`config.mk`:
```
export PLATFORM = sky130hd
export DESIGN_NAME = pipe_hazard_ctrl_flat
export DESIGN_NICKNAME = d
export VERILOG_FILES = /design/src/rtl/pipe_hazard_ctrl_if.sv /design/src/rtl/pipe_hazard_ctrl.sv /design/src/flat_wrapper.sv
export SDC_FILE = /design/constraint.sdc
export NUM_CORES = 1
export LEC_CHECK = 0
export ABC_AREA = 0
export BUFFER_PORTS_ARGS = -buffer_cell sky130_fd_sc_hd__buf_2
export CORE_AREA = 2 2 96 98
export DETAILED_ROUTE_END_ITERATION = 8
export DIE_AREA = 0 0 98 100
export PLACE_DENSITY = 0.53
export SLEW_MARGIN = 30
export SYNTH_ARGS = -nofsm -noshare
export SYNTH_HDL_FRONTEND = slang
export SYNTH_SLANG_ARGS = --single-unit
```
`constraint.sdc`:
```
create_clock -name clk -period 2 [get_ports clk]
set_clock_uncertainty 0.2 [all_clocks]
set_input_delay 0.2 -clock clk [delete_from_list [all_inputs] [get_ports clk]]
set_output_delay 0.2 -clock clk [all_outputs]
set_load 0.01 [all_outputs]
```
`src/rtl/pipe_hazard_ctrl_if.sv`:
```
// ID-stage hazard bus between the decode/issue logic and pipe_hazard_ctrl.
// The master drives the decoded ID instruction and the EX redirect; the slave returns stall/flush/forward controls.
interface pipe_hazard_ctrl_if #(
  parameter int CNT_W = 16
);
  logic             id_valid;
  logic [4:0]       id_rs;
  logic [4:0]       id_rt;
  logic             id_use_rs;
  logic             id_use_rt;
  logic             id_wr_en;
  logic [4:0]       id_wr_addr;
  logic             id_is_load;
  logic             ex_redirect;

  logic             stall;
  logic             flush_if_id;
  logic             flush_id_ex;
  logic [1:0]       fwd_a_sel;
  logic [1:0]       fwd_b_sel;
  logic             wb_retire;
  logic [CNT_W-1:0] retire_cnt;
  logic [CNT_W-1:0] stall_cnt;

  modport master (
    output id_valid, id_rs, id_rt, id_use_rs, id_use_rt,
           id_wr_en, id_wr_addr, id_is_load, ex_redirect,
    input  stall, flush_if_id, flush_id_ex, fwd_a_sel, fwd_b_sel,
           wb_retire, retire_cnt, stall_cnt
  );

  modport slave (
    input  id_valid, id_rs, id_rt, id_use_rs, id_use_rt,
           id_wr_en, id_wr_addr, id_is_load, ex_redirect,
    output stall, flush_if_id, flush_id_ex, fwd_a_sel, fwd_b_sel,
           wb_retire, retire_cnt, stall_cnt
  );
endinterface

```
`src/rtl/pipe_hazard_ctrl.sv`:
```
// Hazard/forwarding controller for the 5-stage pipeline: a shadow scoreboard of EX/MEM/WB
// destinations drives load-use stall, redirect flush, EX forwarding selects and retire/stall counters.
module pipe_hazard_ctrl #(
  parameter int CNT_W = 16
) (
  input  logic               clk,
  input  logic               rst_n,
  pipe_hazard_ctrl_if.slave  bus
);

  // Destination part of a shadow entry; MEM and WB only ever need this plus the MEM load flag.
  typedef struct packed {
    logic       v;
    logic       we;
    logic [4:0] wa;
  } dest_t;

  typedef struct packed {
    dest_t      dst;
    logic       ld;
    logic [4:0] rs;
    logic [4:0] rt;
    logic       urs;
    logic       urt;
  } entry_t;

  function automatic logic hit(input dest_t d, input logic [4:0] src, input logic en);
    return d.v & d.we & (d.wa == src) & (d.wa != 5'd0) & en;
  endfunction

  // MEM is checked first so the youngest producer wins; a load in MEM is never a source.
  function automatic logic [1:0] fwd_sel(input logic [4:0] src, input logic en,
                                         input dest_t mem, input logic mem_ld, input dest_t wb);
    if (hit(mem, src, en) && !mem_ld) return 2'b10;
    if (hit(wb, src, en))             return 2'b01;
    return 2'b00;
  endfunction

  entry_t           ex_q;
  dest_t            mem_q;
  logic             mem_ld_q;
  dest_t            wb_q;
  entry_t           id_entry;
  entry_t           ex_next;
  logic             stall;
  logic [CNT_W-1:0] retire_cnt_q;
  logic [CNT_W-1:0] stall_cnt_q;

  // NOTE: every always_comb output gets a default first so no path can infer a latch.
  always_comb begin
    id_entry        = '0;
    id_entry.dst.v  = bus.id_valid;
    id_entry.dst.we = bus.id_wr_en;
    id_entry.dst.wa = bus.id_wr_addr;
    id_entry.ld     = bus.id_is_load;
    id_entry.rs     = bus.id_rs;
    id_entry.rt     = bus.id_rt;
    id_entry.urs    = bus.id_use_rs;
    id_entry.urt    = bus.id_use_rt;
  end

  assign stall = bus.id_valid & ex_q.ld
               & (hit(ex_q.dst, bus.id_rs, bus.id_use_rs) | hit(ex_q.dst, bus.id_rt, bus.id_use_rt))
               & ~bus.ex_redirect;

  // A stalled or wrong-path ID instruction is replaced by an all-zero bubble.
  assign ex_next = (stall | bus.ex_redirect) ? entry_t'('0) : id_entry;

  // NOTE: sequential state uses non-blocking assignments so WB<-MEM<-EX all sample pre-edge values.
  // NOTE: the whole scoreboard is reset so in-flight entries are dropped and never retire.
  always_ff @(posedge clk or negedge rst_n) begin
    if (!rst_n) begin
      ex_q         <= '0;
      mem_q        <= '0;
      mem_ld_q     <= 1'b0;
      wb_q         <= '0;
      retire_cnt_q <= '0;
      stall_cnt_q  <= '0;
    end else begin
      wb_q     <= mem_q;
      mem_q    <= ex_q.dst;
      mem_ld_q <= ex_q.ld;
      ex_q     <= ex_next;
      if (wb_q.v && (retire_cnt_q != {CNT_W{1'b1}}))
        retire_cnt_q <= retire_cnt_q + 1'b1;
      if (stall && (stall_cnt_q != {CNT_W{1'b1}}))
        stall_cnt_q <= stall_cnt_q + 1'b1;
    end
  end

  assign bus.stall       = stall;
  assign bus.flush_if_id = bus.ex_redirect;
  assign bus.flush_id_ex = bus.ex_redirect;
  assign bus.fwd_a_sel   = fwd_sel(ex_q.rs, ex_q.urs, mem_q, mem_ld_q, wb_q);
  assign bus.fwd_b_sel   = fwd_sel(ex_q.rt, ex_q.urt, mem_q, mem_ld_q, wb_q);
  assign bus.wb_retire   = wb_q.v;
  assign bus.retire_cnt  = retire_cnt_q;
  assign bus.stall_cnt   = stall_cnt_q;

endmodule
```
`src/flat_wrapper.sv`:
```
// flat-port wrapper written by rule: the top's interface ports become plain ports
module pipe_hazard_ctrl_flat 
#(
  parameter int CNT_W = 16
)
  (clk, rst_n, bus_id_valid, bus_id_rs, bus_id_rt, bus_id_use_rs, bus_id_use_rt, bus_id_wr_en, bus_id_wr_addr, bus_id_is_load, bus_ex_redirect, bus_stall, bus_flush_if_id, bus_flush_id_ex, bus_fwd_a_sel, bus_fwd_b_sel, bus_wb_retire, bus_retire_cnt, bus_stall_cnt);
  pipe_hazard_ctrl_if #(.CNT_W(CNT_W)) bus_i ();
  input  logic clk;
  input  logic rst_n;
  input wire logic [$bits(bus_i.id_valid)-1:0] bus_id_valid;
  input wire logic [$bits(bus_i.id_rs)-1:0] bus_id_rs;
  input wire logic [$bits(bus_i.id_rt)-1:0] bus_id_rt;
  input wire logic [$bits(bus_i.id_use_rs)-1:0] bus_id_use_rs;
  input wire logic [$bits(bus_i.id_use_rt)-1:0] bus_id_use_rt;
  input wire logic [$bits(bus_i.id_wr_en)-1:0] bus_id_wr_en;
  input wire logic [$bits(bus_i.id_wr_addr)-1:0] bus_id_wr_addr;
  input wire logic [$bits(bus_i.id_is_load)-1:0] bus_id_is_load;
  input wire logic [$bits(bus_i.ex_redirect)-1:0] bus_ex_redirect;
  output wire logic [$bits(bus_i.stall)-1:0] bus_stall;
  output wire logic [$bits(bus_i.flush_if_id)-1:0] bus_flush_if_id;
  output wire logic [$bits(bus_i.flush_id_ex)-1:0] bus_flush_id_ex;
  output wire logic [$bits(bus_i.fwd_a_sel)-1:0] bus_fwd_a_sel;
  output wire logic [$bits(bus_i.fwd_b_sel)-1:0] bus_fwd_b_sel;
  output wire logic [$bits(bus_i.wb_retire)-1:0] bus_wb_retire;
  output wire logic [$bits(bus_i.retire_cnt)-1:0] bus_retire_cnt;
  output wire logic [$bits(bus_i.stall_cnt)-1:0] bus_stall_cnt;
  assign bus_i.id_valid = bus_id_valid;
  assign bus_i.id_rs = bus_id_rs;
  assign bus_i.id_rt = bus_id_rt;
  assign bus_i.id_use_rs = bus_id_use_rs;
  assign bus_i.id_use_rt = bus_id_use_rt;
  assign bus_i.id_wr_en = bus_id_wr_en;
  assign bus_i.id_wr_addr = bus_id_wr_addr;
  assign bus_i.id_is_load = bus_id_is_load;
  assign bus_i.ex_redirect = bus_ex_redirect;
  assign bus_stall = bus_i.stall;
  assign bus_flush_if_id = bus_i.flush_if_id;
  assign bus_flush_id_ex = bus_i.flush_id_ex;
  assign bus_fwd_a_sel = bus_i.fwd_a_sel;
  assign bus_fwd_b_sel = bus_i.fwd_b_sel;
  assign bus_wb_retire = bus_i.wb_retire;
  assign bus_retire_cnt = bus_i.retire_cnt;
  assign bus_stall_cnt = bus_i.stall_cnt;
  pipe_hazard_ctrl #(.CNT_W(CNT_W)) u_core (.clk(clk), .rst_n(rst_n), .bus(bus_i));
endmodule
```
# ---- Yosys cells after proc, flatten, opt, wreduce, memory -nomap -nowiden
# Cells that the tools add are included.
dict set report classes {
  n_reduce_logical 8
  n_mux 15
  n_eq_ne 8
  add_sub_neg 2
  bitwise_logic 27
}
# op n
set op_table {}
lappend op_table {{16-bit by 1-bit adder with 16-bit output, second input constant} 2}
lappend op_table {{16-bit inequality test, second input constant} 2}
lappend op_table {{5-bit == test} 6}
lappend op_table {{1-bit bitwise AND} 24}
lappend op_table {{20-bit two-way mux} 1}
lappend op_table {{2-bit two-way mux} 8}
lappend op_table {{5-bit nonzero test} 3}
lappend op_table {{1-bit two-way mux} 6}
lappend op_table {{1-bit logical AND} 4}
lappend op_table {{1-bit OR} 2}
lappend op_table {{1-bit logical NOT} 1}
lappend op_table {{1-bit inverter} 1}
dict set report word_totals {
  in_bits 23
  register_bits 67
  wordCells 77
  out_inout_bits 40
}

# ---- Logic depth before layout (Yosys ltp)
# Gate-level depths: netlist of run 1.
dict set report depth {
  ltp_word 9
  ltp_mapped 7
  ltp_nobuf 6
}

# ---- Worst setup path before layout of run 1
# No wires, ideal clock.
dict set report synth_path {
  kind {register to register}
  start {register u_core.ex_q[14] (netlist bit)}
  end {register u_core.stall_cnt_q[1] (netlist: u_core.bus.stall_cnt[1])}
  setup_ps 125
  path_slack_ps 11
  arrival_time_ps 1664
  path_buffers 0
  path_stages_with_launch 6
  required_time_ps 1675
  synth_period_minus_slack_ps 1989
  cell_sequence {dfrtp_1 -> or4_1 -> o21ai_2 -> a31oi_1 -> nand3b_1 -> mux2_2}
}
dict set report synth_via {
  elab_chain_len 8
  word_cells_on_any_way 13
  cone_classes {eq/ne: 2; bitwise: 9; reduce/logical: 2}
}
# element line
set synth_lines {}
lappend synth_lines {{start: declaration} pipe_hazard_ctrl.sv:39} ;# entry_t ex_q;
lappend synth_lines {{start signal: assignment} pipe_hazard_ctrl.sv:83} ;# ex_q <= ex_next;
lappend synth_lines {{5-bit == test} pipe_hazard_ctrl.sv:28} ;# return d.v & d.we & (d.wa == src) & (d.wa != 5'd0) & en;
lappend synth_lines {{1-bit bitwise AND (3 in series)} pipe_hazard_ctrl.sv:28}
lappend synth_lines {{1-bit OR (*)} pipe_hazard_ctrl.sv:63} ;# & (hit(ex_q.dst, bus.id_rs, bus.id_use_rs) | hit(ex_q.dst, bus.id_rt, bus.id_use_rt))
lappend synth_lines {{1-bit bitwise AND (*)} pipe_hazard_ctrl.sv:63}
lappend synth_lines {{1-bit bitwise AND (*)} pipe_hazard_ctrl.sv:64} ;# & ~bus.ex_redirect;
lappend synth_lines {{1-bit logical AND (*)} pipe_hazard_ctrl.sv:86} ;# if (stall && (stall_cnt_q != {CNT_W{1'b1}}))
lappend synth_lines {{end signal: assignment} pipe_hazard_ctrl.sv:87} ;# stall_cnt_q <= stall_cnt_q + 1'b1;
lappend synth_lines {{end: declaration} pipe_hazard_ctrl.sv:47} ;# logic [CNT_W-1:0] stall_cnt_q;
# Every way passes the cells marked *; elsewhere a longest branch is shown, timed or not.
# A chain may end at the register's enable or synchronous reset.

# ---- Worst setup path in the final report of run 1
dict set report layout_path {
  start {register u_core.wb_q[2] (netlist bit)}
  end {output bus_fwd_b_sel[0]}
}
dict set report layout_via {
  elab_chain_len 8
  word_cells_on_any_way 10
  cone_classes {eq/ne: 1; mux: 5; bitwise: 3; reduce/logical: 1}
}
# element line
set layout_lines {}
lappend layout_lines {{start: declaration} pipe_hazard_ctrl.sv:42} ;# dest_t wb_q;
lappend layout_lines {{start signal: assignment} pipe_hazard_ctrl.sv:80} ;# wb_q <= mem_q;
lappend layout_lines {{5-bit == test} pipe_hazard_ctrl.sv:28}
lappend layout_lines {{1-bit bitwise AND} pipe_hazard_ctrl.sv:28}
lappend layout_lines {{1-bit bitwise AND (*) (2 in series)} pipe_hazard_ctrl.sv:28}
lappend layout_lines {{1-bit two-way mux (2 in series)} pipe_hazard_ctrl.sv:35} ;# if (hit(wb, src, en)) return 2'b01;
lappend layout_lines {{2-bit two-way mux (*)} pipe_hazard_ctrl.sv:36} ;# return 2'b00;
lappend layout_lines {{2-bit two-way mux (*)} pipe_hazard_ctrl.sv:35}
lappend layout_lines {{end: declaration} flat_wrapper.sv:23} ;# output wire logic [$bits(bus_i.fwd_b_sel)-1:0] bus_fwd_b_sel;
# Every way passes the cells marked *; elsewhere a longest branch is shown, timed or not. The select of a mux whose other input is x is not followed.

==> impl_metrics.py, run 1 <==
metrics = {
    "sta": {
        "setup_ws_ns": -0.2249,
        "max_freq_ghz": 0.4495,
        "setup_viol": 25,
        "tightest_slew_ns": 0.3955,
        "fin_crit_ns": 2.225,
        "setup-tns-final_ns": -1.218,
        "rsz0062_at_grt": "true",
        "final_max_slew_viol_count": 0,
        "slew_headroom_pct": 73.58,
        "min_period_over_period_pct": 111.2,
        "finalHoldViolCount": 0,
    },
    "clock_tree": {
        "clockBufferDepth": 2,
        "cts_tree": "built",
        "insertion_delay_ns": 0.35,
        "path_clk_slew_ns": 0.07,
        "numCtsBuffers": 9,
        "cts-root-buf": "clkbuf_8",
        "clock-sinks": 67,
        "h-tree-depth": 3,
    },
    "placement": {
        "portBuffers": 62,
        "pre_cts_slack_ns": -0.02933,
        "hpwl_um": 4790,
        "gp_congestion": 0.8205,
    },
    "layout": {
        "drive_gt1_share_pct": 35.68,
        "antenna_cells": 0,
        "layout_commonest_cell": "dfrtp_1",
        "layout_common_cells": "dfrtp_1, buf_2, xnor2_1",
        "fill_cells": 833,
        "layout.nets": 404,
        "area_growth_pct": 42.34,
    },
    "floorplan": {
        "initial_core_util_pct": 33.71,
        "core.rowCount": 35,
        "die_y_um": 100,
        "core-area_um2": 8890,
        "die_x_um": 98,
        "boundaryPins": 63,
        "dieArea_um2": 9800,
    },
    "power_and_ir_drop": {
        "power_density_nw_per_um2": 789.5,
        "vdd_drop_max_mv": 0.3702,
        "leakage_nw": 2.024,
    },
    "worst_setup_path": {
        "path_cells": "buf_4 > xor2_1 > nor4_1 > nand3_1 > nor3_2 > buf_2",
        "cpMaxStageDelayCell": "dfrtp_1",
        "crit_fanout": 3,
        "path_buf_inv": 2,
        "worst-r2r-setup-slack_ns": -0.03,
        "crit_required_ns": 1.60,
        "reg2reg_to": "u_core.ex_q[18]",
        "reg2reg_from": "u_core.ex_q[16]",
        "end_kind": "output pin",
        "critPathTopFamily": "simple AND/OR/NAND/NOR gates",
        "rr_worst_depth": 7,
        "start_kind": "flip-flop",
        "max_stage_delay_ns": 0.42,
        "cp.arrival_ns": 1.82,
        "critPathKind": "flip-flop to output pin",
    },
    "detailed_routing": {
        "drc": 0,
        "drt-vias-per-instance": 4.768,
        "final_antenna_net_count": 0,
        "firstDrtPassIters": 4,
        "wl_per_cell_um": 13.96,
        "wirelength_um": 6911,
        "num_vias": 2360,
        "first_iter_violations": 61,
    },
    "run_status": {
        "outcome": "finished with violations",
        "violations": "setup timing",
    },
    "logic_synthesis": {
        "synth.area.top_cells": "dfrtp_1, xnor2_1, xor2_1",
        "syn_area_um2": 2997,
        "syn_inst": 260,
        "ys_seq_elements": 67,
        "synth_top_area_share_pct": 55.95,
        "ys_types": 36,
        "synth-main-ff-cell": "dfrtp_1",
        "syn_avg_cell_area_um2": 11.53,
        "synth_top_cell_by_area": "dfrtp_1",
        "ys_seq_area_share_pct": 55.95,
        "syn_nets": 285,
        "synth-edff-count": 0,
        "ys_warn_count": 0,
        "async_flop_share_pct": 100.0,
    },
    "hold_path": {
        "min_to": "u_core.mem_q[6]",
        "min_from": "u_core.ex_q[19]",
        "hp-class": "flip-flop to flip-flop",
        "hold_depth": 0,
    },
    "grt": {
        "grt_pass1_wl_um": 11500,
        "gr-usage-all-layers_pct": 14.83,
        "grt_pass1_vias": 2375,
        "gr-total-overflow": 0,
        "grt_max_degree": 68,
        "antenna_found_initial": 0,
    },
    "flow_run": {
        "drv_cap": 0,
    },
}
-- synth_stat cells, types with 2 or more instances --
library cell	number
clkbuf_1	2
a41oi_1	2
a21oi_1	3
clkbuf_2	2
xor2_1	17
ha_1	2
xnor2_1	37
buf_4	3
nand3_1	21
nor4_1	4
and4_1	5
inv_1	2
nand2_1	11
or4_1	3
nand4_1	14
a31oi_1	4
and3_1	6
and2_1	21
dfrtp_1	67
nor3b_1	2
mux2_2	3
nor4b_1	2
nor3_1	4
nor2_1	11
-- cell families after synthesis --
| group | after synthesis | share of synthesized area [%] |
|---|---|---|
| multiplexers | 3 | 1.127 |
| flip-flops | 67 | 55.95 |
| AND/OR/NAND/NOR | 108 | 20.71 |
| XOR/XNOR | 54 | 15.78 |
| AO/OA/AOI/OAI | 16 | 3.841 |
| buffers and inverters | 10 | 1.754 |
| adder cells (fa/ha/maj) | 2 | 0.8349 |
-- through the flow --
step | util (%) | hold slack (ns) | cell area [um2] | std cells | power (mW)
floorplan | - | -0.2956 | 2997 | 260 | 1.781
global placement | 40.73 | 0.05379 | 3621 | 451 | 2.031
detailed placement | 40.73 | 0.05139 | 3621 | 451 | 2.047
CTS | 47.46 | 0.1741 | 4219 | 494 | 3.399
global route | 47.98 | 0.1890 | 4265 | 495 | 3.538
finish | 47.98 | 0.1723 | 4265 | 495 | 3.368
-- worst register-to-register path, delay by kind of cell (launching register included) --
family	cells	cell delay (ns)
buffers and inverters	3	0.33
flip-flops	1	0.44
AND/OR/NAND/NOR	2	0.64
AO/OA/AOI/OAI	2	0.35
-- sequential cells by signal (all words and copies together), names as in the netlist --
register,flops
u_core.bus.retire_cnt,16
u_core.bus.stall_cnt,16
u_core.bus.wb_retire,1
u_core.ex_q,20
u_core.mem_ld_q,1
u_core.mem_q,7
u_core.wb_q,6
-- power by group --
group / leakage [nW] / total (mW) / internal [mW] / switching, mW
registers: 0.884 / 1.53 / 1.45 / 0.0785
logic: 1.03 / 0.555 / 0.289 / 0.267
clock network: 0.113 / 1.28 / 0.769 / 0.513
total: 2.02 / 3.37 / 2.51 / 0.858
-- what timing repair did --
action	4_1_cts	5_1_grt
pin swaps	10	9
hold buffers	21	0
resized for setup	24	8
setup endpoints to repair	6	35
setup buffers	6	1
hold endpoints to repair	87	0
-- routing by layer --
metal  part of all wire, %  global-route usage (%)
met2                    47                   23.08
met1                    47                   19.51
met3                   4.6                   3.969
met4                   2.0                   6.731
met5                     0                       0
-- final cells by class --
type	instances	area [um2]	area share (%)
Inverter	2	7.507	0.1760
Multi-Input combinational cell	183	1390	32.59
Clock inverter	4	72.57	1.701
Clock buffer	12	155.1	3.637
Sequential cell	67	1679	39.37
Tap cell	111	138.9	3.256
Timing Repair Buffer	116	822.0	19.27
-- worst max path at each step --
stage	cells past startpoint	from	slack (ns)	to
after detailed placement	5	u_core.mem_q[1]	-0.03	bus_fwd_b_sel[0]
after global placement	5	u_core.mem_q[1]	-0.002	bus_fwd_a_sel[0]
after floorplan	5	u_core.ex_q[14]	0.01	u_core.bus.stall_cnt[1]
after CTS	5	u_core.mem_q[1]	-0.23	bus_fwd_b_sel[0]
final	6	u_core.wb_q[2]	-0.22	bus_fwd_b_sel[0]
after global routing	7	u_core.mem_q[4]	-0.31	bus_fwd_a_sel[1]
(Power assumes the default switching activity.)
==> inputs of run 2 (changes only) <==
--- a/config.mk
+++ b/config.mk
@@ -5,12 +5,12 @@
 export SDC_FILE = /design/constraint.sdc
 export NUM_CORES = 1
 export LEC_CHECK = 0
-export ABC_AREA = 0
+export ABC_AREA = 1
 export BUFFER_PORTS_ARGS = -buffer_cell sky130_fd_sc_hd__buf_2
-export CORE_AREA = 2 2 96 98
+export CORE_AREA = 2 2 99 101
 export DETAILED_ROUTE_END_ITERATION = 8
-export DIE_AREA = 0 0 98 100
-export PLACE_DENSITY = 0.53
+export DIE_AREA = 0 0 101 103
+export PLACE_DENSITY = 0.51
 export SLEW_MARGIN = 30
 export SYNTH_ARGS = -nofsm -noshare
 export SYNTH_HDL_FRONTEND = slang
==> constraint.sdc (replaced) <==
create_clock -name clk -period 2.35 [get_ports clk]
set_clock_uncertainty 0.2 [all_clocks]
set_input_delay 0.235 -clock clk [delete_from_list [all_inputs] [get_ports clk]]
set_output_delay 0.235 -clock clk [all_outputs]
set_load 0.01 [all_outputs]
==> impl_metrics.py, run 2 <==
metrics = {
    "floorplan": {
        "boundaryPins": 63,
        "die_y_um": 103,
        "core.rowCount": 36,
        "die_x_um": 101,
        "dieArea_um2": 10400,
        "core-area_um2": 9459,
        "initial_core_util_pct": 33.81,
    },
    "detailed_routing": {
        "first_iter_violations": 82,
        "num_vias": 2582,
        "wl_per_cell_um": 12.19,
        "drt-vias-per-instance": 4.444,
        "firstDrtPassIters": 5,
        "wirelength_um": 7084,
        "final_antenna_net_count": 0,
        "drc": 0,
    },
    "sta": {
        "min_period_over_period_pct": 92.72,
        "setup_ws_ns": 0.1712,
        "whs_ns": 0.1666,
        "max_freq_ghz": 0.4590,
        "rsz0062_at_grt": "false",
        "slew_headroom_pct": 64.45,
        "tightest_slew_ns": 0.5332,
        "setup_viol": 0,
        "finalHoldViolCount": 0,
        "final_max_slew_viol_count": 0,
        "setup-tns-final_ns": 0,
        "fin_crit_ns": 2.179,
    },
    "grt": {
        "grt_pass1_vias": 2519,
        "gr-total-overflow": 0,
        "antenna_found_initial": 0,
        "grt_pass1_wl_um": 11640,
        "gr-usage-all-layers_pct": 14.25,
        "grt_max_degree": 43,
    },
    "placement": {
        "portBuffers": 62,
        "hpwl_um": 5177,
        "place_inst": 544,
        "gp_congestion": 0.8601,
        "place_area_um2": 3649,
        "pre_cts_slack_ns": 0.3585,
    },
    "layout": {
        "final_cell_area_um2": 4064,
        "drive_gt1_share_pct": 22.27,
        "layout_common_cells": "nand2_1, dfrtp_1, buf_2",
        "layout_commonest_cell": "nand2_1",
        "fill_cells": 962,
        "instances_no_fill": 581,
        "area_growth_pct": 27.07,
        "regMostFlops": "u_core.ex_q",
        "layout.nets": 487,
        "antenna_cells": 0,
        "largest_reg_flops": 20,
    },
    "logic_synthesis": {
        "syn_nets": 394,
        "ys_warn_count": 0,
        "ys_seq_area_share_pct": 52.43,
        "syn_area_um2": 3198,
        "syn_avg_cell_area_um2": 8.667,
        "synth-edff-count": 0,
        "async_flop_share_pct": 100.0,
        "synth.area.top_cells": "dfrtp_1, nand2_1, inv_1",
        "syn_inst": 369,
        "ys_seq_elements": 67,
        "ys_types": 28,
        "synth_top_area_share_pct": 52.43,
        "yosysMostFrequentCell": "nand2_1",
        "synth_common_cells": "nand2_1, dfrtp_1, inv_1",
        "synth_top_cell_by_area": "dfrtp_1",
        "synth-main-ff-cell": "dfrtp_1",
    },
    "hold_path": {
        "hp-class": "flip-flop to flip-flop",
    },
    "clock_tree": {
        "postCtsSetupBuffers": 0,
        "path_clk_slew_ns": 0.08,
        "clock-sinks": 67,
        "numCtsBuffers": 9,
        "cts_tree": "built",
        "clockBufferDepth": 2,
        "h-tree-depth": 3,
        "insertion_delay_ns": 0.34,
        "cts-root-buf": "clkbuf_8",
    },
    "power_and_ir_drop": {
        "pwr-share-clk_pct": 36.7,
        "p_sw_uw": 720.6,
        "pwr-share-comb_pct": 12.5,
        "power_density_nw_per_um2": 634.5,
        "intPower_mw": 1.858,
        "seq_power_share_pct": 50.8,
        "leakage_nw": 2.152,
        "sw_frac_of_total_pct": 27.94,
        "vdd_drop_max_mv": 0.2464,
    },
    "run_status": {
        "outcome": "completed",
    },
    "flow_run": {
        "drv_cap": 0,
    },
    "worst_setup_path": {
        "cp.arrival_ns": 1.74,
        "path_cells": "nand2_1 > or3b_2 > nor4_2 > nor2_1 > buf_2",
        "cpMaxStageDelayCell": "or3b_2",
        "end_kind": "output pin",
        "critPathKind": "flip-flop to output pin",
        "crit_required_ns": 1.91,
        "crit_fanout": 2,
        "start_kind": "flip-flop",
        "critPathTopFamily": "simple AND/OR/NAND/NOR gates",
        "max_stage_delay_ns": 0.46,
        "path_buf_inv": 1,
    },
}
==> run 2: cell families after synthesis <==
group	count (synthesis)	synth area share (%)
AND/OR/NAND/NOR	192	27.70
buffers and inverters	64	7.824
adder cells (fa/ha/maj)	2	0.7823
AO/OA/AOI/OAI	7	1.134
flip-flops	67	52.43
XOR/XNOR	37	10.13
==> run 2: power groups by stage <==
stage	Clock, mW	Combinational (mW)	Sequential, mW
finish	0.947	0.321	1.31
global route	1.02	0.365	1.33
CTS	0.974	0.324	1.31
detailed placement	0	0.296	1.33
global placement	0	0.293	1.33
floorplan	0	0.147	1.34
==> run 2: per-stage QoR <==
step | power [mW] | utilization, %
finish | 2.579 | 42.96
global route | 2.706 | 42.96
CTS | 2.609 | 42.83
detailed placement | 1.630 | 38.57
global placement | 1.623 | 38.57
floorplan | 1.485 | -
==> run 2: metal layers <==
| layer | up-vias | track usage, % | share of wire [%] |
|---|---|---|---|
| li1 | 1319 | - | - |
| met1 | 1196 | 18.46 | 47 |
| met2 | 57 | 23.28 | 47 |
| met3 | 10 | 2.983 | 4.4 |
| met4 | 0 | 6.029 | 1.9 |
| met5 | - | 0 | 0 |
==> run 2: worst paths after layout <==
check                      slack (ns)                  endpoint               startpoint  cells after the start
min reg2reg                      0.17           u_core.mem_ld_q          u_core.ex_q[12]                      0
min                              0.17           u_core.mem_ld_q          u_core.ex_q[12]                      0
min in group asynchronous        0.23            u_core.wb_q[3]                    rst_n                      3
max in group asynchronous        1.26  u_core.bus.stall_cnt[15]                    rst_n                      3
max reg2reg                      0.36  u_core.bus.stall_cnt[15]  u_core.bus.stall_cnt[0]                     11
max                              0.17          bus_fwd_b_sel[0]          u_core.mem_q[6]                      5
==> run 2: what timing repair did <==
| action | in CTS | in global routing |
|---|---|---|
| hold buffers | 21 | 0 |
| endpoints found under the hold margin | 87 | 0 |
| setup endpoints to repair | 0 | 3 |
| gates resized for setup | 0 | 3 |
==> run 2: final cells by class <==
cell class	count	area (um2)	share of cell area, %
flip-flops and latches	67	1677	41.26
repair buffers	86	543.0	13.36
well taps	114	142.6	3.510
multi-input cells	238	1284	31.59
clock buffers	9	123.9	3.048
inverters	60	225.2	5.542
clock inverters	7	68.82	1.693
==> inputs of run 3 (changes only) <==
--- a/config.mk
+++ b/config.mk
@@ -11,6 +11,7 @@
 export DETAILED_ROUTE_END_ITERATION = 8
 export DIE_AREA = 0 0 101 103
 export PLACE_DENSITY = 0.51
+export SETUP_SLACK_MARGIN = 0.4
 export SLEW_MARGIN = 30
 export SYNTH_ARGS = -nofsm -noshare
 export SYNTH_HDL_FRONTEND = slang
==> impl_metrics.py, run 3 (synthesized netlist as in run 2, its figures left out) <==
metrics = {
    "run_status": {
        "outcome": "completed",
    },
    "clock_tree": {
        "path_clk_slew_ns": 0.08,
        "cts_tree": "built",
        "clock-sinks": 67,
        "insertion_delay_ns": 0.33,
        "h-tree-depth": 3,
        "numCtsBuffers": 9,
        "clockBufferDepth": 2,
        "cts-root-buf": "clkbuf_8",
    },
    "sta": {
        "setup_viol": 0,
        "setup-tns-final_ns": 0,
        "min_period_over_period_pct": 88.54,
        "setup_ws_ns": 0.2694,
        "max_freq_ghz": 0.4806,
        "fin_crit_ns": 2.081,
        "slew_headroom_pct": 64.64,
        "final_max_slew_viol_count": 0,
        "finalHoldViolCount": 0,
        "whs_ns": 0.1677,
        "rsz0062_at_grt": "true",
        "tightest_slew_ns": 0.5304,
    },
    "layout": {
        "regMostFlops": "u_core.ex_q",
        "drive_gt1_share_pct": 29.02,
        "area_growth_pct": 33.18,
        "layout_commonest_cell": "nand2_1",
        "multi_input_area_um2": 1371,
        "largest_reg_flops": 20,
        "layout_common_cells": "nand2_1, dfrtp_1, buf_2",
        "layout.nets": 499,
        "antenna_cells": 0,
        "seq_area_um2": 1680,
        "fill_cells": 952,
        "post-route-util_pct": 45.03,
    },
    "power_and_ir_drop": {
        "pwr-share-comb_pct": 13.1,
        "vdd_drop_max_mv": 0.2640,
        "seq_power_share_pct": 50.5,
        "p_sw_uw": 726.9,
        "leakage_nw": 2.211,
        "power_density_nw_per_um2": 609.8,
        "sw_frac_of_total_pct": 27.99,
        "total_power_mw": 2.597,
        "intPower_mw": 1.870,
        "pwr-share-clk_pct": 36.4,
    },
    "floorplan": {
        "dieArea_um2": 10400,
        "boundaryPins": 63,
        "core.rowCount": 36,
        "core-area_um2": 9459,
        "die_x_um": 101,
        "initial_core_util_pct": 33.81,
        "die_y_um": 103,
    },
    "grt": {
        "grt_pass1_wl_um": 11770,
        "grt_max_degree": 43,
        "gr-usage-all-layers_pct": 14.38,
        "grt_pass1_vias": 2574,
        "antenna_found_initial": 0,
        "gr-total-overflow": 0,
    },
    "detailed_routing": {
        "wirelength_um": 7184,
        "num_vias": 2616,
        "first_iter_violations": 53,
        "drc": 0,
        "firstDrtPassIters": 6,
        "final_antenna_net_count": 0,
        "wl_per_cell_um": 12.11,
        "drt-vias-per-instance": 4.411,
    },
    "flow_run": {
        "drv_cap": 0,
    },
    "worst_setup_path": {
        "crit_fanout": 3,
        "crit_required_ns": 1.91,
        "cp.arrival_ns": 1.65,
        "start_kind": "flip-flop",
        "critPathKind": "flip-flop to output pin",
        "end_kind": "output pin",
    },
    "placement": {
        "portBuffers": 62,
        "pre_cts_slack_ns": 0.3585,
        "hpwl_um": 5177,
        "gp_congestion": 0.8601,
    },
    "hold_path": {
        "hp-class": "flip-flop to flip-flop",
    },
}
==> run 3: changes by cell type in the layout (fill, tap and decap cells not counted), moves of 4 or more <==
cell / delta
buf_4: +10
inv_1: -6
nor2_1: -4
inv_2: +6
==> run 3: final cells by class <==
type,instances,share of cell area [%]
flip-flops and latches,67,39.45
multi-input cells,238,32.20
repair buffers,98,15.19
inverters,60,5.288
well taps,114,3.349
clock buffers,9,2.908
clock inverters,7,1.616
==> run 3: through the flow <==
stage	instance area, um2	cells
2_1_floorplan	3198	369
3_3_place_gp	3649	544
3_5_place_dp	3649	544
4_1_cts	4158	590
5_1_grt	4259	593
6_report	4259	593
==> run 3: layer usage <==
layer / GRT usage [%] / wire length (um)
met1: 18.55 / 3346
met2: 23.95 / 3473
met3: 2.983 / 273
met4: 5.405 / 90
met5: 0 / 0
==> run 3: final timing paths <==
| check | start | endpoint | slack, ns | cells after the start |
|---|---|---|---|---|
| max in group asynchronous | rst_n | u_core.ex_q[13] | 1.24 | 3 |
| worst max register to register | u_core.ex_q[14] | u_core.bus.stall_cnt[15] | 0.42 | 11 |
| worst max-delay path | u_core.wb_q[4] | bus_fwd_a_sel[0] | 0.27 | 5 |
| min in group asynchronous | rst_n | u_core.wb_q[3] | 0.23 | 3 |
| worst min-delay path | u_core.ex_q[12] | u_core.mem_ld_q | 0.17 | 0 |
| worst min register to register | u_core.ex_q[12] | u_core.mem_ld_q | 0.17 | 0 |
==> run 3: critical path, stage by stage (launching register included) <==
cell and delay [ns]:
dfrtp_1 0.41, xor2_1 0.19, nor4_2 0.31, nand3_1 0.15
nor3_2 0.11, buf_2 0.14
==> run 3: power by group through the flow <==
stage | clock network (mW) | logic (mW) | registers (mW)
2_1_floorplan | 0 | 0.147 | 1.34
6_report | 0.946 | 0.340 | 1.31
4_1_cts | 0.974 | 0.338 | 1.31
5_1_grt | 1.02 | 0.384 | 1.33
3_3_place_gp | 0 | 0.293 | 1.33
3_5_place_dp | 0 | 0.296 | 1.33
==> run 3: what timing repair did <==
item | in CTS | in global routing
hold buffers | 21 | 0
hold endpoints to repair | 87 | 0
resized for setup | 13 | 24
buffers inserted | 9 | 3
pin swaps | 13 | 18
endpoints found under the setup margin | 14 | 28
